### src/rtl/bac_pkg.sv
// Shared definitions for the Bulls and Cows game sequencer.
//   - state_t      : sequencer states
//   - CODE_*       : seven-segment display codes (0-9 are plain digits)
//   - DISP_*       : full four-digit display words used by the sequencer
//   - valid_entry  : secret/guess legality check (BCD digits, all distinct)
//   - clamp_count  : clamps a bulls/cows count to the displayable range 0..4
package bac_pkg;

  typedef enum logic [2:0] {
    SEC1,
    SEC2,
    GUESS,
    WAIT,
    WIN,
    DRAW
  } state_t;

  localparam logic [3:0] CODE_B     = 4'd11;
  localparam logic [3:0] CODE_C     = 4'd12;
  localparam logic [3:0] CODE_D     = 4'd13;
  localparam logic [3:0] CODE_E     = 4'd14;
  localparam logic [3:0] CODE_BLANK = 4'd15;

  localparam logic [15:0] DISP_SEC1 = {CODE_BLANK, CODE_BLANK, CODE_BLANK, 4'd1};
  localparam logic [15:0] DISP_SEC2 = {CODE_BLANK, CODE_BLANK, CODE_BLANK, 4'd2};
  localparam logic [15:0] DISP_ERR  = {CODE_BLANK, CODE_BLANK, CODE_BLANK, CODE_E};
  localparam logic [15:0] DISP_DRAW = {CODE_D, CODE_D, CODE_D, CODE_D};

  // Legal entry: every nibble is a decimal digit and no digit repeats.
  function automatic logic valid_entry(input logic [15:0] value);
    logic ok;
    ok = 1'b1;
    for (int i = 0; i < 4; i++) begin
      if (value[i*4 +: 4] > 4'd9) ok = 1'b0;
      for (int j = i + 1; j < 4; j++) begin
        if (value[i*4 +: 4] == value[j*4 +: 4]) ok = 1'b0;
      end
    end
    return ok;
  endfunction

  function automatic logic [2:0] clamp_count(input logic [2:0] count);
    return (count > 3'd4) ? 3'd4 : count;
  endfunction

endpackage

### src/rtl/bac_game_ctrl_btn_debounce.sv
// Push-button conditioning: 2-flop synchronizer, stability counter and
// rising-edge detector.
//   clk, reset : system clock, asynchronous active-low reset
//   btn        : raw asynchronous button level
//   press      : one-cycle pulse per accepted press
// A level change on the synchronized input is accepted only after it has
// held for DEBOUNCE_CYCLES consecutive cycles; any bounce back to the
// accepted level restarts the count.
module btn_debounce #(
  parameter int DEBOUNCE_CYCLES = 500000
) (
  input  logic clk,
  input  logic reset,
  input  logic btn,
  output logic press
);

  localparam int CW = (DEBOUNCE_CYCLES > 1) ? $clog2(DEBOUNCE_CYCLES) : 1;
  localparam logic [CW-1:0] LAST = CW'(DEBOUNCE_CYCLES - 1);

  logic          sync1;
  logic          sync2;
  logic          stable;
  logic          stable_q;
  logic [CW-1:0] cnt;

  // NOTE: sequential state is assigned with <= so every flop samples the
  // pre-edge value of its neighbours, which is what makes the chain a chain.
  always_ff @(posedge clk or negedge reset) begin
    if (!reset) begin
      sync1    <= 1'b0;
      sync2    <= 1'b0;
      stable   <= 1'b0;
      stable_q <= 1'b0;
      cnt      <= '0;
      press    <= 1'b0;
    end else begin
      sync1    <= btn;
      sync2    <= sync1;
      stable_q <= stable;
      press    <= stable & ~stable_q;
      if (sync2 == stable) begin
        cnt <= '0;
      end else if (cnt == LAST) begin
        stable <= sync2;
        cnt    <= '0;
      end else begin
        cnt <= cnt + 1'b1;
      end
    end
  end

endmodule

### src/rtl/bac_game_ctrl.sv
// Bulls and Cows game sequencer.
//   clk, reset     : system clock, asynchronous active-low reset
//   buton          : raw push-button
//   switchgirdi    : four BCD digits from the switch bank, [15:12] leftmost
//   score_start    : one-cycle evaluation request to the scoring datapath
//   score_secret   : opponent's secret, stable while an evaluation is pending
//   score_guess    : captured guess, stable while an evaluation is pending
//   score_done     : one-cycle completion pulse from the scoring datapath
//   score_bulls/cows : evaluation result, valid with score_done
//   disp_digits    : four display codes, [15:12] leftmost
//   tur            : player to act (0 = player 1, 1 = player 2)
//   game_over      : sticky win/draw flag
// Every output is a register; the next-state process computes the whole
// next register set so each output changes one cycle after its cause.
module bac_game_ctrl
  import bac_pkg::*;
#(
  parameter int DEBOUNCE_CYCLES = 500000,
  parameter int MAX_TURNS       = 15
) (
  input  logic        clk,
  input  logic        reset,
  input  logic        buton,
  input  logic [15:0] switchgirdi,
  output logic        score_start,
  output logic [15:0] score_secret,
  output logic [15:0] score_guess,
  input  logic        score_done,
  input  logic [2:0]  score_bulls,
  input  logic [2:0]  score_cows,
  output logic [15:0] disp_digits,
  output logic        tur,
  output logic        game_over
);

  localparam logic [3:0] LAST_TURN = 4'(MAX_TURNS);

  logic        press;
  logic        entry_ok;
  logic [3:0]  turn_next;

  state_t      state, state_d;
  logic [15:0] secret1, secret1_d;
  logic [15:0] secret2, secret2_d;
  logic [3:0]  turn_cnt, turn_cnt_d;
  logic [15:0] disp_d;
  logic        tur_d;
  logic        game_over_d;
  logic        score_start_d;
  logic [15:0] score_secret_d;
  logic [15:0] score_guess_d;

  btn_debounce #(
    .DEBOUNCE_CYCLES(DEBOUNCE_CYCLES)
  ) u_btn (
    .clk   (clk),
    .reset (reset),
    .btn   (buton),
    .press (press)
  );

  assign entry_ok  = valid_entry(switchgirdi);
  assign turn_next = turn_cnt + 4'd1;

  // NOTE: every signal written here gets its hold value first, so no path
  // through the case leaves one unassigned and no latch is inferred.
  always_comb begin
    state_d        = state;
    secret1_d      = secret1;
    secret2_d      = secret2;
    turn_cnt_d     = turn_cnt;
    disp_d         = disp_digits;
    tur_d          = tur;
    score_start_d  = 1'b0;
    score_secret_d = score_secret;
    score_guess_d  = score_guess;

    case (state)
      SEC1: begin
        if (press) begin
          if (entry_ok) begin
            secret1_d = switchgirdi;
            state_d   = SEC2;
            disp_d    = DISP_SEC2;
          end else begin
            disp_d = DISP_ERR;
          end
        end
      end

      SEC2: begin
        if (press) begin
          if (entry_ok) begin
            secret2_d = switchgirdi;
            state_d   = GUESS;
            disp_d    = DISP_SEC2;
          end else begin
            disp_d = DISP_ERR;
          end
        end
      end

      GUESS: begin
        if (press) begin
          if (entry_ok) begin
            // Player 1 attacks player 2's secret and vice versa.
            score_guess_d  = switchgirdi;
            score_secret_d = tur ? secret1 : secret2;
            score_start_d  = 1'b1;
            state_d        = WAIT;
          end else begin
            disp_d = DISP_ERR;
          end
        end
      end

      WAIT: begin
        // Presses are ignored here, including one coincident with score_done.
        if (score_done) begin
          if (score_bulls == 3'd4) begin
            state_d = WIN;
            disp_d  = {12'h000, tur ? 4'd2 : 4'd1};
          end else begin
            disp_d     = {CODE_B, 1'b0, clamp_count(score_bulls),
                          CODE_C, 1'b0, clamp_count(score_cows)};
            turn_cnt_d = turn_next;
            tur_d      = ~tur;
            if (turn_next == LAST_TURN) begin
              state_d = DRAW;
              disp_d  = DISP_DRAW;
            end else begin
              state_d = GUESS;
            end
          end
        end
      end

      WIN, DRAW: ;

      default: begin
        state_d = SEC1;
        disp_d  = DISP_SEC1;
      end
    endcase

    game_over_d = (state_d == WIN) || (state_d == DRAW);
  end

  always_ff @(posedge clk or negedge reset) begin
    if (!reset) begin
      state        <= SEC1;
      secret1      <= '0;
      secret2      <= '0;
      turn_cnt     <= '0;
      disp_digits  <= DISP_SEC1;
      tur          <= 1'b0;
      game_over    <= 1'b0;
      score_start  <= 1'b0;
      score_secret <= '0;
      score_guess  <= '0;
    end else begin
      state        <= state_d;
      secret1      <= secret1_d;
      secret2      <= secret2_d;
      turn_cnt     <= turn_cnt_d;
      disp_digits  <= disp_d;
      tur          <= tur_d;
      game_over    <= game_over_d;
      score_start  <= score_start_d;
      score_secret <= score_secret_d;
      score_guess  <= score_guess_d;
    end
  end

endmodule

### config.mk
export PLATFORM = sky130hd
export DESIGN_NAME = bac_game_ctrl
export DESIGN_NICKNAME = d
export VERILOG_FILES = /design/src/rtl/bac_pkg.sv /design/src/rtl/bac_game_ctrl_btn_debounce.sv /design/src/rtl/bac_game_ctrl.sv
export SDC_FILE = /design/constraint.sdc
export NUM_CORES = 1
export LEC_CHECK = 0
export ABC_CLOCK_PERIOD_IN_PS = 2700
export BUFFER_PORTS_ARGS = -buffer_cell sky130_fd_sc_hd__buf_2
export CORE_MARGIN = 2
export CORE_UTILIZATION = 57
export DETAILED_ROUTE_END_ITERATION = 6
export PLACE_DENSITY = 0.8
export SLEW_MARGIN = 30
export SYNTH_ARGS = -nofsm -noshare
export SYNTH_HDL_FRONTEND = slang
export SYNTH_SLANG_ARGS = --single-unit
### constraint.sdc
create_clock -name clk -period 2.7 [get_ports clk]
set_input_delay 0.135 -clock clk [delete_from_list [all_inputs] [get_ports clk]]
set_output_delay 0.135 -clock clk [all_outputs]
set_load 0.005 [all_outputs]
==> Implementation_results.wiki <==
{| class="wikitable"
! Metric !! Value
|-
| Routed length per placed instance || 16.4 µm
|-
| Buffer depth of the longest clock path || 2
|-
| Bufs and invs on worst path || 2
|-
| Final global-route overflow total || 0
|-
| Clk sink count || 109
|-
| Die width || 100 µm
|-
| Number of distinct library cells after synthesis || 55
|-
| Buffers on Ports || 76
|-
| Number of DRC violations after detailed-routing iteration 0 || 228
|-
| PnR Total Power || 2.91 mW
|-
| Min-delay worst type || in -> reg
|-
| Die Area || 10,000 µm²
|-
| Total iterations of the first detailed-routing run || 4
|-
| Routability-driven placement congestion ratio || 0.892
|-
| Final Skew || 15.1 ps
|-
| Yosys synthesis warning count || 0
|-
| Top-level port count || 77
|-
| Post-Syn Area per Cell || 11.7 µm²
|-
| IR Drop Worst-Case VDD || 0.000305 V
|-
| Tot GR Track Use || 22.0%
|-
| Post-synthesis cell type with the largest combined area || sky130_fd_sc_hd__dfrtp_1
|-
| Synth async-reset ratio || 100%
|-
| Most area-consuming cells after synthesis || sky130_fd_sc_hd__dfrtp_1, sky130_fd_sc_hd__mux2_2, sky130_fd_sc_hd__xnor2_1, sky130_fd_sc_hd__dfstp_2, sky130_fd_sc_hd__a21oi_1
|-
| Critical Path AT || 2330 ps
|-
| Count of inserted antenna diode cells || 0
|-
| Clock network power share || 31.7%
|-
| Routed via count || 3,562
|-
| Net switching power of the design || 754 µW
|-
| Number of global-route vias before repair || 3,493
|-
| Crit path kind || reg -> reg
|-
| Number of nets produced by synthesis || 481
|-
| Upper clock frequency limit || 0.481 GHz
|-
| Outcome || finished, final reports clean
|-
| DPL Wire Length || 7310 µm
|-
| DR vias/cell || 5.67
|-
| Dominant register cell in the synthesized netlist || sky130_fd_sc_hd__dfrtp_1
|-
| Worst-path clk slew || 100 ps
|-
| Minimum setup slack among reg-to-reg paths || 620 ps
|-
| TritonCTS clock tree || done
|-
| Area growth syn-to-layout || 10.9%
|-
| Global-route wire length before repair || 17,500 µm
|-
| Pin slew with the least headroom to its limit || 742 ps
|-
| Endpoint required time on the critical path || 2950 ps
|-
| Fraction of final layout cells sized beyond drive strength 1 || 33.5%
|-
| Number of antenna violations at the first check in global routing || 0
|-
| Post-synth EDFFs || 0
|-
| Num rows || 35
|-
| MaxCap Viol Count || 0
|-
| Chain of cells forming the critical path || inv_1, or3_1, nor4_2, nand2_1, buf_4, mux2_2
|-
| Cts bufs inserted || 9
|-
| Setup repair after global routing missed its margin || false
|-
| Shortest period the worst path allows || 2080 ps
|-
| Initial core utilization || 57.9%
|-
| Int Pwr || 2.16 mW
|-
| Switching share of power || 25.9%
|-
| Area share of the largest cell type after synthesis || 47.9%
|-
| Buffer cell driving the clock tree root || sky130_fd_sc_hd__clkbuf_8
|-
| Clock H-tree levels || 3
|-
| Final total negative setup slack || 0 ps
|-
| Category of the worst setup path capture point || register
|-
| Final #Nets || 541
|-
| Gate power share || 9.4%
|-
| Final hold viol count || 0
|-
| Relative max-transition margin || 50.1%
|-
| Leakage dissipation || 2.76 nW
|-
| Remaining antenna violation count || 0
|-
| Floorplan Core Area || 9110 µm²
|-
| Proportion of power drawn by flip-flops and latches || 59.0%
|-
| Max Fanout on Critical Path || 15
|-
| Routed wire length || 10,300 µm
|-
| Critical-path cell with the highest stage delay || sky130_fd_sc_hd__dfrtp_1
|-
| Number of endpoints failing setup at the final stage || 0
|-
| Cell class contributing the biggest share of worst-path delay || simple AND/OR/NAND/NOR gates
|-
| Max Transition Viols Final || 0
|-
| Area of the mapped netlist || 5280 µm²
|-
| Fin crit share || 77.0%
|-
| Number of standard cells after synthesis || 452
|-
| Insertion delay to the later sink of the worst-skew pair || 370 ps
|-
| Power density normalized to cell area || 498 nW/µm²
|-
| Proportion of synthesized chip area in sequential cells || 51.9%
|-
| DRC violations left || 0
|-
| Pin count of the biggest net entering global routing || 64
|-
| Number of synthesized register bits || 109
|-
| Height of the die || 100 µm
|-
| Startpoint type of the worst setup path || register
|-
| Setup repair bufs after CTS || 0
|-
| Delay of the slowest critical-path stage || 540 ps
|}
cells in the mapped netlist (9+ instances only):
cell type	instances
sky130_fd_sc_hd__mux2_2	45
sky130_fd_sc_hd__buf_2	12
sky130_fd_sc_hd__nand4_1	9
sky130_fd_sc_hd__a21oi_1	40
sky130_fd_sc_hd__dfrtp_1	101
sky130_fd_sc_hd__nor2_1	27
sky130_fd_sc_hd__mux2i_1	18
sky130_fd_sc_hd__xnor2_1	29
sky130_fd_sc_hd__nand3_1	11
sky130_fd_sc_hd__mux2_4	9
sky130_fd_sc_hd__xor2_1	17
sky130_fd_sc_hd__clkbuf_1	11
sky130_fd_sc_hd__nand2_1	17
layout make-up:
| class | instances | area, µm² |
|---|---|---|
| Fill cell | 726 | 3260 |
| Sequential cell | 109 | 2740 |
| Multi-Input combinational cell | 297 | 2260 |
| Timing Repair Buffer | 87 | 495 |
| Tap cell | 111 | 139 |
| Clock buffer | 10 | 128 |
| Clock inverter | 6 | 53.8 |
| Inverter | 8 | 30.0 |
layer usage:
layer | track usage [%] | routed length [µm] | share of wire [%]
met1 | 33.4 | 4980 | 48
met2 | 31.9 | 4670 | 45
met3 | 3.34 | 517 | 5.0
met4 | 8.64 | 108 | 1.1
met5 | 0 | 0 | 0
registers in the layout (all words and copies together), names as in the netlist, 3 cells and up:
register,cells
secret2,16
secret1,16
turn_cnt,4
score_secret,16
u_btn.cnt,19
score_guess,16
state,3
disp_digits,11
power groups by stage:
| stage | combinational (mW) | sequential, mW | clock, mW |
|---|---|---|---|
| after floorplan | 0.161 | 1.75 | 0 |
| after global placement | 0.265 | 1.75 | 0 |
| after detailed placement | 0.272 | 1.75 | 0 |
| after CTS | 0.276 | 1.72 | 0.945 |
| after global routing | 0.306 | 1.72 | 1.02 |
| final | 0.272 | 1.72 | 0.922 |
logic make-up (layout without fill, tap and decap cells):
group                    count (synthesis)  after routing  synth area share [%]
buffers and inverters                   46            111                  5.17
adder cells (fa/ha/maj)                  3              3                 0.712
AND/OR/NAND/NOR                        110            110                  11.7
flip-flops                             109            109                  51.9
multiplexers                            73             73                  15.8
AO/OA/AOI/OAI                           65             65                  7.09
XOR/XNOR                                46             46                  7.64
placed cells by master, fill, tap and decap left out, types with 9 or more instances in the layout:
cell / instances
sky130_fd_sc_hd__nor2_1: 27
sky130_fd_sc_hd__a21oi_1: 40
sky130_fd_sc_hd__xor2_1: 17
sky130_fd_sc_hd__clkbuf_8: 9
sky130_fd_sc_hd__buf_2: 75
sky130_fd_sc_hd__mux2_2: 45
sky130_fd_sc_hd__mux2i_1: 18
sky130_fd_sc_hd__xnor2_1: 29
sky130_fd_sc_hd__nand3_1: 11
sky130_fd_sc_hd__dfrtp_1: 101
sky130_fd_sc_hd__mux2_4: 9
sky130_fd_sc_hd__nand4_1: 9
sky130_fd_sc_hd__nand2_1: 17
metrics by stage:
step	worst slack (ps)	std cells	util (%)	hold slack, ps	area [µm²]
after detailed placement	295	610	62.0	186	5650
after CTS	627	628	64.2	91.5	5850
after global placement	312	610	62.0	182	5650
final	621	628	64.2	112	5850
after floorplan	364	452	-	-161	5280
after global routing	491	628	64.2	103	5850
worst register-to-register path: cells and delay by family (launching register included):
kind          cells  cell delay [ps]
buf+inv           2              400
flops             1              540
simple gates      3              750
mux               1              290
worst paths after layout:
check / startpoint / to / cells after the start
worst max-delay path: state[1] / score_guess[6] / 6
worst max register to register: state[1] / score_guess[6] / 6
min in group asynchronous: reset / score_secret[10] / 2
worst min-delay path: score_bulls[2] / disp_digits[9] / 3
max in group asynchronous: reset / disp_digits[10] / 3
worst min register to register: u_btn.sync1 / u_btn.sync2 / 0
timing repair:
action,in CTS,in global routing
hold buffers,2,0
resized for setup,0,0
endpoints found under the hold margin,47,0
endpoints found under the setup margin,0,0
(Power assumes the default switching activity.)
